<file path="src/rtl/semaforo_multi.sv">
// Round-robin traffic-light controller for N_WAYS conflicting approaches with a
// latched pedestrian request, all-red clearance and a walk phase.
module semaforo_multi #(
    parameter int N_WAYS     = 2,
    parameter int CNT_W      = 8,
    parameter int T_VERDE    = 3,
    parameter int T_AMARELO  = 3,
    parameter int T_VERMELHO = 1,
    parameter int T_PEDESTRE = 4,
    parameter int MIN_VERDE  = 1
) (
    input  logic                  clk,
    input  logic                  rst,
    input  logic                  bt,
    output logic [3*N_WAYS-1:0]   luzes,
    output logic [2:0]            way_idx,
    output logic                  walk,
    output logic                  pend
);

    typedef enum logic [1:0] {
        VERDE          = 2'd0,
        AMARELO        = 2'd1,
        TODOS_VERMELHO = 2'd2,
        PEDESTRE       = 2'd3
    } state_t;

    localparam logic [CNT_W-1:0] LAST_VERDE = CNT_W'(T_VERDE - 1);
    localparam logic [CNT_W-1:0] LAST_AMAR  = CNT_W'(T_AMARELO - 1);
    localparam logic [CNT_W-1:0] LAST_VERM  = CNT_W'(T_VERMELHO - 1);
    localparam logic [CNT_W-1:0] LAST_PED   = CNT_W'(T_PEDESTRE - 1);
    localparam logic [CNT_W-1:0] MIN_CNT    = CNT_W'(MIN_VERDE - 1);
    localparam logic [2:0]       LAST_WAY   = 3'(N_WAYS - 1);

    state_t             state_q, state_d;
    logic [CNT_W-1:0]   cnt_q, cnt_d;
    logic [2:0]         way_q, way_d;
    logic               pend_q, pend_d;
    logic [2:0]         next_way_s;
    logic [3*N_WAYS-1:0] luzes_s;

    // Next-state, phase counter and pedestrian-request latch
    always_comb begin
        state_d    = state_q;
        way_d      = way_q;
        next_way_s = (way_q == LAST_WAY) ? 3'd0 : way_q + 3'd1;
        case (state_q)
            VERDE: begin
                // A latched request may cut the green short, but never below MIN_VERDE
                if ((cnt_q == LAST_VERDE) || (pend_q && (cnt_q >= MIN_CNT))) begin
                    state_d = AMARELO;
                end else begin
                    state_d = VERDE;
                end
            end
            AMARELO: begin
                if (cnt_q == LAST_AMAR) begin
                    state_d = TODOS_VERMELHO;
                end else begin
                    state_d = AMARELO;
                end
            end
            TODOS_VERMELHO: begin
                if (cnt_q == LAST_VERM) begin
                    if (pend_q) begin
                        state_d = PEDESTRE;
                    end else begin
                        state_d = VERDE;
                        way_d   = next_way_s;
                    end
                end else begin
                    state_d = TODOS_VERMELHO;
                end
            end
            PEDESTRE: begin
                if (cnt_q == LAST_PED) begin
                    state_d = VERDE;
                    way_d   = next_way_s;
                end else begin
                    state_d = PEDESTRE;
                end
            end
            default: begin
                state_d = VERDE;
                way_d   = 3'd0;
            end
        endcase

        if (state_d != state_q) begin
            cnt_d = '0;
        end else begin
            cnt_d = cnt_q + CNT_W'(1);
        end

        // Entering the walk phase wins over a press sampled on the same edge
        if ((state_d == PEDESTRE) && (state_q != PEDESTRE)) begin
            pend_d = 1'b0;
        end else if (bt && (state_q != PEDESTRE)) begin
            pend_d = 1'b1;
        end else begin
            pend_d = pend_q;
        end
    end

    // State registers
    always_ff @(posedge clk or negedge rst) begin
        if (!rst) begin
            state_q <= VERDE;
            cnt_q   <= '0;
            way_q   <= 3'd0;
            pend_q  <= 1'b0;
        end else begin
            state_q <= state_d;
            cnt_q   <= cnt_d;
            way_q   <= way_d;
            pend_q  <= pend_d;
        end
    end

    // Lamp decode from registered state only
    always_comb begin
        luzes_s = '0;
        for (int k = 0; k < N_WAYS; k++) begin
            if ((state_q == VERDE) && (way_q == 3'(k))) begin
                luzes_s[3*k +: 3] = 3'b001;
            end else if ((state_q == AMARELO) && (way_q == 3'(k))) begin
                luzes_s[3*k +: 3] = 3'b010;
            end else begin
                luzes_s[3*k +: 3] = 3'b100;
            end
        end
    end

    assign luzes   = luzes_s;
    assign way_idx = way_q;
    assign walk    = (state_q == PEDESTRE);
    assign pend    = pend_q;

endmodule

</file>
<file path="config.mk">
export PLATFORM = sky130hd
export DESIGN_NAME = semaforo_multi
export DESIGN_NICKNAME = d
export VERILOG_FILES = /design/src/rtl/semaforo_multi.sv
export SDC_FILE = /design/constraint.sdc
export NUM_CORES = 1
export LEC_CHECK = 0
export CORE_UTILIZATION = 51
export CTS_CLUSTER_SIZE = 25
export DETAILED_ROUTE_END_ITERATION = 12
export GPL_TIMING_DRIVEN = 0
export PLACE_DENSITY = 0.77
export SLEW_MARGIN = 20
export SYNTH_ARGS = -nofsm -noshare
export SYNTH_HDL_FRONTEND = slang
export SYNTH_SLANG_ARGS = --single-unit
</file>
<file path="constraint.sdc">
create_clock -name clk -period 2.1 [get_ports clk]
set_input_delay 0.42 -clock clk [delete_from_list [all_inputs] [get_ports clk]]
set_output_delay 0.42 -clock clk [all_outputs]
set_load 0.05 [all_outputs]
</file>
==> results.md <==
* Max-slew violation count at 0
* H-tree depth at 1
* Worst r2r path cells at 4
* Arr. time, crit path at 1.60 ns
* Wire length per cell at 14.7 um
* Largest net degree at the start of global routing at 15
* Fin Clk Skew at 0.00967 ns
* Crit path buf inv count at 1
* Period minus WS final at 2.02 ns
* Final instance area at 1040 sq um
* Worst relative slew slack at 0.532
* Row count at 14
* Mapped Cells at 92
* Initial antenna violation count at 0
* Setup violations, final at 0
* Setup crit start kind: register
* First-pass GRT wire length at 3060 um
* RSZ-0062 raised after global routing: false
* Status: completed
* Setup bufs post-CTS at 0
* FMAX at 495 MHz
* Max Cap Violations at 0
* Post-route ant nets at 0
* Crit path cell chain: clkdlybuf4s50_1
* Port Buf Inserts at 13
* PwrDens at 1450 nW/um^2
* Top delay family on crit path: buffers and inverters
* Vias in the first global route at 711
* Reg2Reg Setup Slack at 0.13 ns
* Detailed Route Iter0 Violations at 9
* CTS root buf: clkbuf_4
* VDD IR max at 792 uV
* Final cell count without fillers at 124
* Mapped Nets at 98
* Fraction of layout cells with a size suffix above 1 at 0.204
* WL final at 1820 um
* IO Count at 14
* Crit path kind: register to output port
* Antenna cells at 0
* Worst-path clk slew at 0.09 ns
* Critical Path Fanout Max at 7
* Worst Path Required at 1.68 ns
* Worst-margin pin slew at 0.701 ns
* Max clock buf depth at 2
* Die Area at 1860 sq um
* Register area share after synthesis at 0.407
* CTS tree: done
* Register bit count reported by yosys at 14
* R2r startpoint: cnt_q[2]
* DP Cell Count at 121
* Via Count at 753
* Die Width at 43.1 um
* Worst skew pair latency at 0.29 ns
* Core ar. at 1540 sq um
* Tcrit/Tclk final at 0.962
* Synth Warn # at 0
* DRC Markers at 0
* Final estimated routing congestion in global placement at 0.838
* Synthesized area per cell at 9.36 sq um
* Cell at the slowest stage of the critical path: clkdlybuf4s50_1
* Num CTS Buffers at 3
* Multi-input gate area at 473 sq um
* Clk sinks at 14
* Gr ovfl total at 0
* Post-place instance area at 1020 sq um
* DR pass1 iterations at 4
* Filler cells at 128
* P&R area growth vs syn at 21.1%
* Vias/cell at 6.07
* Worst stage delay on the critical path at 0.84 ns
* Hold Slack at 0.513 ns
* R2R Path End: cnt_q[1]
* Register area at 350 sq um
* Leakage power at 0.465 nW
* DIE HEIGHT at 43.1 um
* Cell variety after synth at 34
* Setup crit end kind: output port
* HP Class: primary input to asynchronous set/reset pin
* Nets@finish at 115
* Final Hold Fails at 0
* Starting Density at 0.558
* All-Layer GR Usage at 0.223
* Mapped Area at 861 sq um
* DP HPWL at 1360 um
[kinds of logic (layout without fill, tap and decap cells)]
kind of cell,after synthesis,in the layout,synth area share
AO/OA/AOI/OAI,20,20,0.190
multiplexers,1,1,0.0116
XOR/XNOR,5,5,0.0509
adder cells (fa/ha/maj),3,3,0.0436
buffers and inverters,12,28,0.0610
flip-flops,14,14,0.407
AND/OR/NAND/NOR,37,37,0.235
[final cells by class]
| cell class | instances | share of cell area |
|---|---|---|
| buffer | 3 | 0.0192 |
| clock buffer | 4 | 0.0348 |
| inverter | 8 | 0.0288 |
| multi-input combinational | 66 | 0.454 |
| sequential | 14 | 0.336 |
| tap | 16 | 0.0192 |
| timing repair buffer | 13 | 0.108 |
[stage by stage]
step	util	worst slack, ns	power (W)	TNS (ns)
final	0.676	0.0797	0.00151	0
after global routing	0.676	0.0162	0.00161	0
after CTS	0.679	0.0242	0.00152	0
after detailed placement	0.662	-0.264	0.00133	-1.23
after global placement	0.662	-0.266	0.00130	-1.28
after floorplan	-	-0.111	0.00111	-0.441
[cell usage after synthesis (all sizes together)]
cell | instances | share of area
or3 | 3 | 0.022
nand4 | 1 | 0.0073
o2bb2ai | 1 | 0.010
a21oi | 6 | 0.035
o41ai | 1 | 0.032
nand3 | 4 | 0.023
nor4 | 2 | 0.015
buf | 1 | 0.013
xnor2 | 2 | 0.020
a41oi | 1 | 0.010
o211ai | 1 | 0.0087
a31oi | 1 | 0.0073
o21ai | 3 | 0.017
inv | 8 | 0.035
a211oi | 2 | 0.017
ha | 3 | 0.044
mux2i | 1 | 0.012
or4 | 1 | 0.0087
xor2 | 3 | 0.031
or3b | 3 | 0.031
nor3b | 1 | 0.0087
nand2 | 7 | 0.031
nor2b | 2 | 0.015
a2111o | 1 | 0.013
nand2b | 2 | 0.015
nor2 | 7 | 0.031
a32oi | 1 | 0.010
nor3 | 3 | 0.017
a2111oi | 2 | 0.029
clkbuf | 3 | 0.013
dfrtp | 14 | 0.41
or4bb | 1 | 0.013
[state kept, by name, summed over array words and instances, names as in the netlist]
register	cells
cnt_q	8
way_idx	3
state_q	2
pend	1
[report_power, final]
part	total, W	switching (W)	internal, W	leakage, nW
combinational	0.000825	0.000516	0.000308	0.272
clock	0.000201	0.0000954	0.000106	0.0210
sequential	0.000482	0.000123	0.000359	0.172
total	0.00151	0.000735	0.000773	0.465
[worst max-delay path by stage]
stage,endpoint,cells past startpoint,start
floorplan,luzes[3],3,way_idx[1]
global placement,luzes[0],5,state_q[1]
detailed placement,luzes[4],5,state_q[1]
CTS,walk,4,state_q[1]
global route,cnt_q[2],4,cnt_q[2]
finish,pend,1,pend
[repair_timing]
item	in CTS	in global routing
endpoints found under the setup margin	7	7
gates resized for setup	30	3
hold endpoints to repair	0	0
hold buffers	0	0
gates cloned	0	0
[placed cells by master (no fill, tap or decap), types with 3 or more instances in the layout]
cell type / count
nor2_1: 3
inv_1: 8
clkdlybuf4s50_1: 6
a21oi_1: 6
nand2_1: 7
o21ai_0: 3
clkbuf_4: 5
xor2_1: 3
ha_1: 3
nand3_1: 4
or3_1: 3
dfrtp_1: 14
nor2_2: 4
[routing by layer]
metal / routed length, um / GRT usage / part of all wire
met5: 0 / 0 / 0
met4: 48 / 0.152 / 0.026
met2: 855 / 0.361 / 0.47
met1: 814 / 0.270 / 0.45
met3: 100 / 0.0298 / 0.055
(Power assumes the default switching activity.)
==> patch 1 (same flow settings) <==
Encoding of `state_t`: now one-hot (4 bits for 4 states).
--- a/src/rtl/semaforo_multi.sv
+++ b/src/rtl/semaforo_multi.sv
@@ -19,9 +19,9 @@
 );
 
-    typedef enum logic [1:0] {
-        VERDE          = 2'd0,
-        AMARELO        = 2'd1,
-        TODOS_VERMELHO = 2'd2,
-        PEDESTRE       = 2'd3
+    typedef enum logic [3:0] {
+        VERDE          = 4'b0001,
+        AMARELO        = 4'b0010,
+        TODOS_VERMELHO = 4'b0100,
+        PEDESTRE       = 4'b1000
     } state_t;
 
Check against the original RTL: no difference found for any inputs over 10 cycles, from zero or initial values and one cycle with rst low; not proved beyond that.
==> patch 1 against the original RTL <==
  * The flow now finishes with violations (negative setup slack)
  * Register-to-register slack lost 100 ps
  * Global-route usage is 4.3 points higher
  * Count of clock-buffer cells in the layout unchanged
  * Power rose by 14%
  * Sequential cell count grew 2
  * Area after synthesis is 19% higher
  * Non-clock buffer count increased by 7
  * Worst setup slack got worse by 130 ps
  * Via count rose by 29%
  * Cell area grew 34%
  * Wire length rose by 46%
  * Clock skew down 8.3 ps
  * Largest cell class unchanged
  * Highest routed layer unchanged
==> patch 1: results (changes against the original RTL) <==
metric,value,unit,change
nets@finish,138,,was 115
total number of vias,974,,was 753
layout cell share with drive strength beyond 1,34.4,%,was 20.4%
# setup viols final,3,,was 0
Clock Skew,1.34,ps,was 9.67 ps
RePlAce Congestion,0.956,,was 0.838
switching share of power,47.7,%,was 48.7%
"Seq/Total Area, Yosys",39.1,%,was 40.7%
vias in the first global route,862,,was 711
synth unique cells,37,,was 34
worst skew pair latency,280,ps,
Hold Path Class,in -> async,,unchanged
syn nets,112,,was 98
setup ws final,-53.6,ps,was 79.7 ps
Worst EP arrival,1730,ps,was 1600 ps
WL/cell,17.1,um,was 14.7 um
total negative setup slack,-86.2,ps,was 0 ps
post-DP HPWL,1.67,mm,was 1.36 mm
maximum VDD drop,0.958,mV,was 0.792 mV
mux cell area share after synthesis,0.974,%,was 1.16%
GRT Total Usage,26.6,%,was 22.3%
Post-synth EDFFs,0,,unchanged
failing checks,negative setup slack,,
Synth Area in Compound Gates,14.9,%,was 19.0%
run status,finished with violations,,"was finished, final reports clean"
LEAKAGE,0.631,nW,was 0.465 nW
dpl ws,-627,ps,was -264 ps
largest net degree at the start of global routing,17,,was 15
worst r2r src,state_q[3],,was cnt_q[2]
CTS root buf,clkbuf_4,,unchanged
"slowest stage cell, crit path",or4b_4,,was clkdlybuf4s50_1
CP peak stage delay,590,ps,was 840 ps
Fill cells,125,,was 128
max reg flops,8,,unchanged
Synth Area in Adders,3.65,%,was 4.36%
initial antenna violation count,0,,unchanged
CP Launch Point,state_q[2],,was pend
Synth area leaders,"dfrtp_1 37%, and4_1 6.8%, ha_1 3.7%",,"was dfrtp_1 41%, ha_1 4.4%, a21oi_1 3.5%"
worst-margin pin slew,700,ps,was 701 ps
Initial DRC Count,33,,was 9
global-route wire length before repair,4.08,mm,was 3.06 mm
Worst Path Max Fanout,8,,was 7
Pre-Repair DR Iteration Count,6,,was 4
Post-Synth XOR/XNOR Area,5.97,%,was 5.09%
synth cell count leaders,"15 x dfrtp_1, 9 x nand2_1, 9 x nor2_1",,"was 14 x dfrtp_1, 8 x inv_1, 7 x nand2_1, 7 x nor2_1, 6 x a21oi_1"
[patch 1: layer usage]
metal  up-vias  GRT usage (%)  wire, um
li1        457              -         -
met1       485           39.1      1220
met2        26           39.2      1300
met3         6           4.62        83
met4         0           9.71        59
met5         -              0         0
[patch 1: critical path, delay by kind of cell (launching register included)]
kind	cells	cell delay (ps)
buf+inv	1	190
flops	1	490
simple gates	2	760
[patch 1: logic make-up (layout without fill, tap and decap cells)]
| family | Yosys count | count (layout) |
|---|---|---|
| muxes | 1 | 1 |
| and+or+nand+nor | 50 | 50 |
| xor gates and xnor gates | 7 | 7 |
| buffers and inverters | 10 | 35 |
| AOI/OAI and AO/OA | 19 | 19 |
| DFF | 16 | 16 |
| adders and majority gates | 3 | 3 |
[patch 1: repair_timing]
item,CTS,global route
pin swaps,2,4
resized for setup,44,22
endpoints found under the setup margin,16,17
setup buffers,4,4
[patch 1: final cells by class]
type	count	area [um^2]	area share (%)
plain buffers	2	12.5	0.898
inverters	8	35.0	2.52
well taps	25	31.3	2.25
multi-input cells	80	687	49.3
repair buffers	21	188	13.5
flip-flops and latches	16	403	28.9
clock buffers	4	36.3	2.61
[patch 1: final timing paths]
check                                  end  slack [ps]  cells after the start
worst max-delay path              luzes[0]         -50                      3
max in group asynchronous       state_q[1]        1070                      1
worst min-delay path            state_q[1]         550                      1
worst max register to register    cnt_q[1]          30                      6
worst min register to register    cnt_q[0]         610                      2
min in group clk                  cnt_q[0]         610                      2
[patch 1: power groups by stage]
stage,sequential (mW),combinational (mW),clock (mW)
2_1_floorplan,0.452,0.583,0
3_3_place_gp,0.437,0.823,0
3_5_place_dp,0.442,0.838,0
4_1_cts,0.434,0.963,0.206
5_1_grt,0.443,1.16,0.217
6_report,0.438,1.08,0.202
[patch 1: stage by stage]
stage	area (um^2)	util, %	std cells	hold WS (ps)
detailed placement	1220	67.8	144	595
global route	1390	77.3	156	626
floorplan	1060	-	106	124
global placement	1220	67.8	144	587
CTS	1320	73.3	152	585
finish	1390	77.3	156	550
==> patch 2 (config.mk and constraints unchanged) <==
Without the edit above. `CNT_W`: 8 -> 12.
--- a/src/rtl/semaforo_multi.sv
+++ b/src/rtl/semaforo_multi.sv
@@ -3,5 +3,5 @@
 module semaforo_multi #(
     parameter int N_WAYS     = 2,
-    parameter int CNT_W      = 8,
+    parameter int CNT_W      = 12,
     parameter int T_VERDE    = 3,
     parameter int T_AMARELO  = 3,
Formal check against the unedited RTL: same outputs for any inputs over 10 cycles, from zero or initial values and one cycle with rst low; that may be too few to reach the edited logic, so the function may still have changed.
==> patch 2 against the original RTL <==
  * Area after synthesis up 18%
  * Synthesized cell count increased by 15%
  * First-iteration DRC count rose to 2.6 times the old value
  * Register-to-register slack better by 100 ps
  * Cell area up 15%
  * Clock skew down 6.4 ps
  * Sequential cell count rose by 4
  * Wire length is 4.3% higher
  * Clock power grew 5%
  * Worst setup slack worse by 6.8 ps
  * Sequential share of layout area increased by 3.8 points
  * Power grew 13%
  * Critical endpoint is now luzes[5]
  * Largest cell class unchanged
  * Largest power group unchanged
==> patch 2: results (changes against the original RTL) <==
metric,value,unit,change
Final Max Slew Viols,0,,unchanged
worst-margin pin slew,808,ps,was 701 ps
synth unique cells,32,,was 34
R2R Path End,cnt_q[8],,was cnt_q[1]
clock-pin slew on the worst setup and hold paths,100,ps,
RePlAce Congestion,0.807,,was 0.838
initial antenna violation count,0,,unchanged
max reg flops,12,,was 8
Worst R2R Path Depth,5,,was 4
total number of vias,813,,was 753
Synth area leaders,"dfrtp_1 44%, nor2_1 6.3%, xnor2_1 6.1%",,"was dfrtp_1 41%, ha_1 4.4%, a21oi_1 3.5%"
nets@finish,130,,was 115
WL/cell,12.8,um,was 14.7 um
# diodes,0,,unchanged
GRT Total Usage,19.5,%,was 22.3%
postcts setup bufs,0,,unchanged
worst r2r src,cnt_q[9],,was cnt_q[2]
vias in the first global route,724,,was 711
Post-Synth XOR/XNOR Area,10.4,%,was 5.09%
Hold Path Class,reg -> reg,,was in -> async
Worst Hold Launch,cnt_q[0],,
"Seq/Total Area, Yosys",44.5,%,was 40.7%
global-route wire length before repair,3.01,mm,was 3.06 mm
LEAKAGE,0.542,nW,was 0.465 nW
synth cell count leaders,"18 x dfrtp_1, 17 x nor2_1, 9 x nand2_1",,"was 14 x dfrtp_1, 8 x inv_1, 7 x nand2_1, 7 x nor2_1, 6 x a21oi_1"
mux cell area share after synthesis,1.11,%,was 1.16%
Initial DRC Count,23,,was 9
Clock Skew,3.24,ps,was 9.67 ps
Synth Area in Adders,3.71,%,was 4.36%
maximum VDD drop,0.721,mV,was 0.792 mV
post-DP HPWL,1.41,mm,was 1.36 mm
syn nets,112,,was 98
CTS buffer count,3,,unchanged
NetSw,0.831,mW,was 0.735 mW
largest net degree at the start of global routing,19,,was 15
run status,"finished, final reports clean",,unchanged
Synth Area in Compound Gates,6.92,%,was 19.0%
layout cell share with drive strength beyond 1,20.3,%,was 20.4%
CP Launch Point,state_q[1],,was pend
flop-to-flop setup slack,230,ps,was 130 ps
Worst Path Max Fanout,7,,unchanged
Worst EP arrival,1610,ps,
Syn. warnings,0,,unchanged
Hold Path Sink,cnt_q[0],,
DP Area,0.00118,mm^2,was 0.00102 mm^2
## patch 2: through the flow
stage                     setup WS (ps)  TNS, ps  std cells  util, %  hold slack, ps
after floorplan                    -127     -500        106        -             124
final                              72.9        0        148     66.8             524
after global routing              -20.4    -20.4        148     66.8             542
after global placement            -97.0     -339        144     65.7             501
after detailed placement           -124     -436        144     65.7             510
after CTS                          1.97        0        148     67.1             528
## patch 2: logic make-up (layout without fill, tap and decap cells)
group           after synthesis  count (layout)
compound gates                9               9
xor+xnor                     12              12
fa+ha+maj                     3               3
buf+inv                       8              25
flops                        18              18
mux                           1               1
simple gates                 55              55
## patch 2: what timing repair did
item	CTS	global route
endpoints found under the setup margin	7	6
pin swaps	0	0
resized for setup	23	3
## patch 2: power by group through the flow
stage               Combinational [mW]  Sequential [mW]  Clock, mW
floorplan                        0.702            0.561          0
global placement                 0.991            0.522          0
detailed placement                1.00            0.526          0
CTS                              0.977            0.520      0.219
global route                      1.05            0.536      0.230
finish                           0.967            0.523      0.211
## patch 2: metal layers
metal	part of all wire [%]	up-vias	track usage, %
li1	-	395	-
met1	49	407	28.4
met2	48	9	28.6
met3	2.0	2	2.35
met4	0.79	0	8.82
met5	0	-	0
## patch 2: worst max path at each step
stage | end | depth (start not counted)
floorplan | luzes[3] | 3
global placement | luzes[1] | 4
detailed placement | luzes[0] | 4
CTS | luzes[4] | 4
global route | luzes[5] | 3
finish | luzes[5] | 3
## patch 2: cell type report
class | instances | area [um^2]
buffer | 3 | 23.8
clock buffer | 4 | 36.3
fill | 163 | 598
inverter | 5 | 18.8
multi-input combinational | 80 | 534
sequential | 18 | 450
tap | 25 | 31.3
timing repair buffer | 13 | 109
## patch 2: critical path: stages (launching register included)
cell	delay [ps]
dfrtp_1	480
nor3_2	260
nand2_1	140
dlygate4sd2_1	450
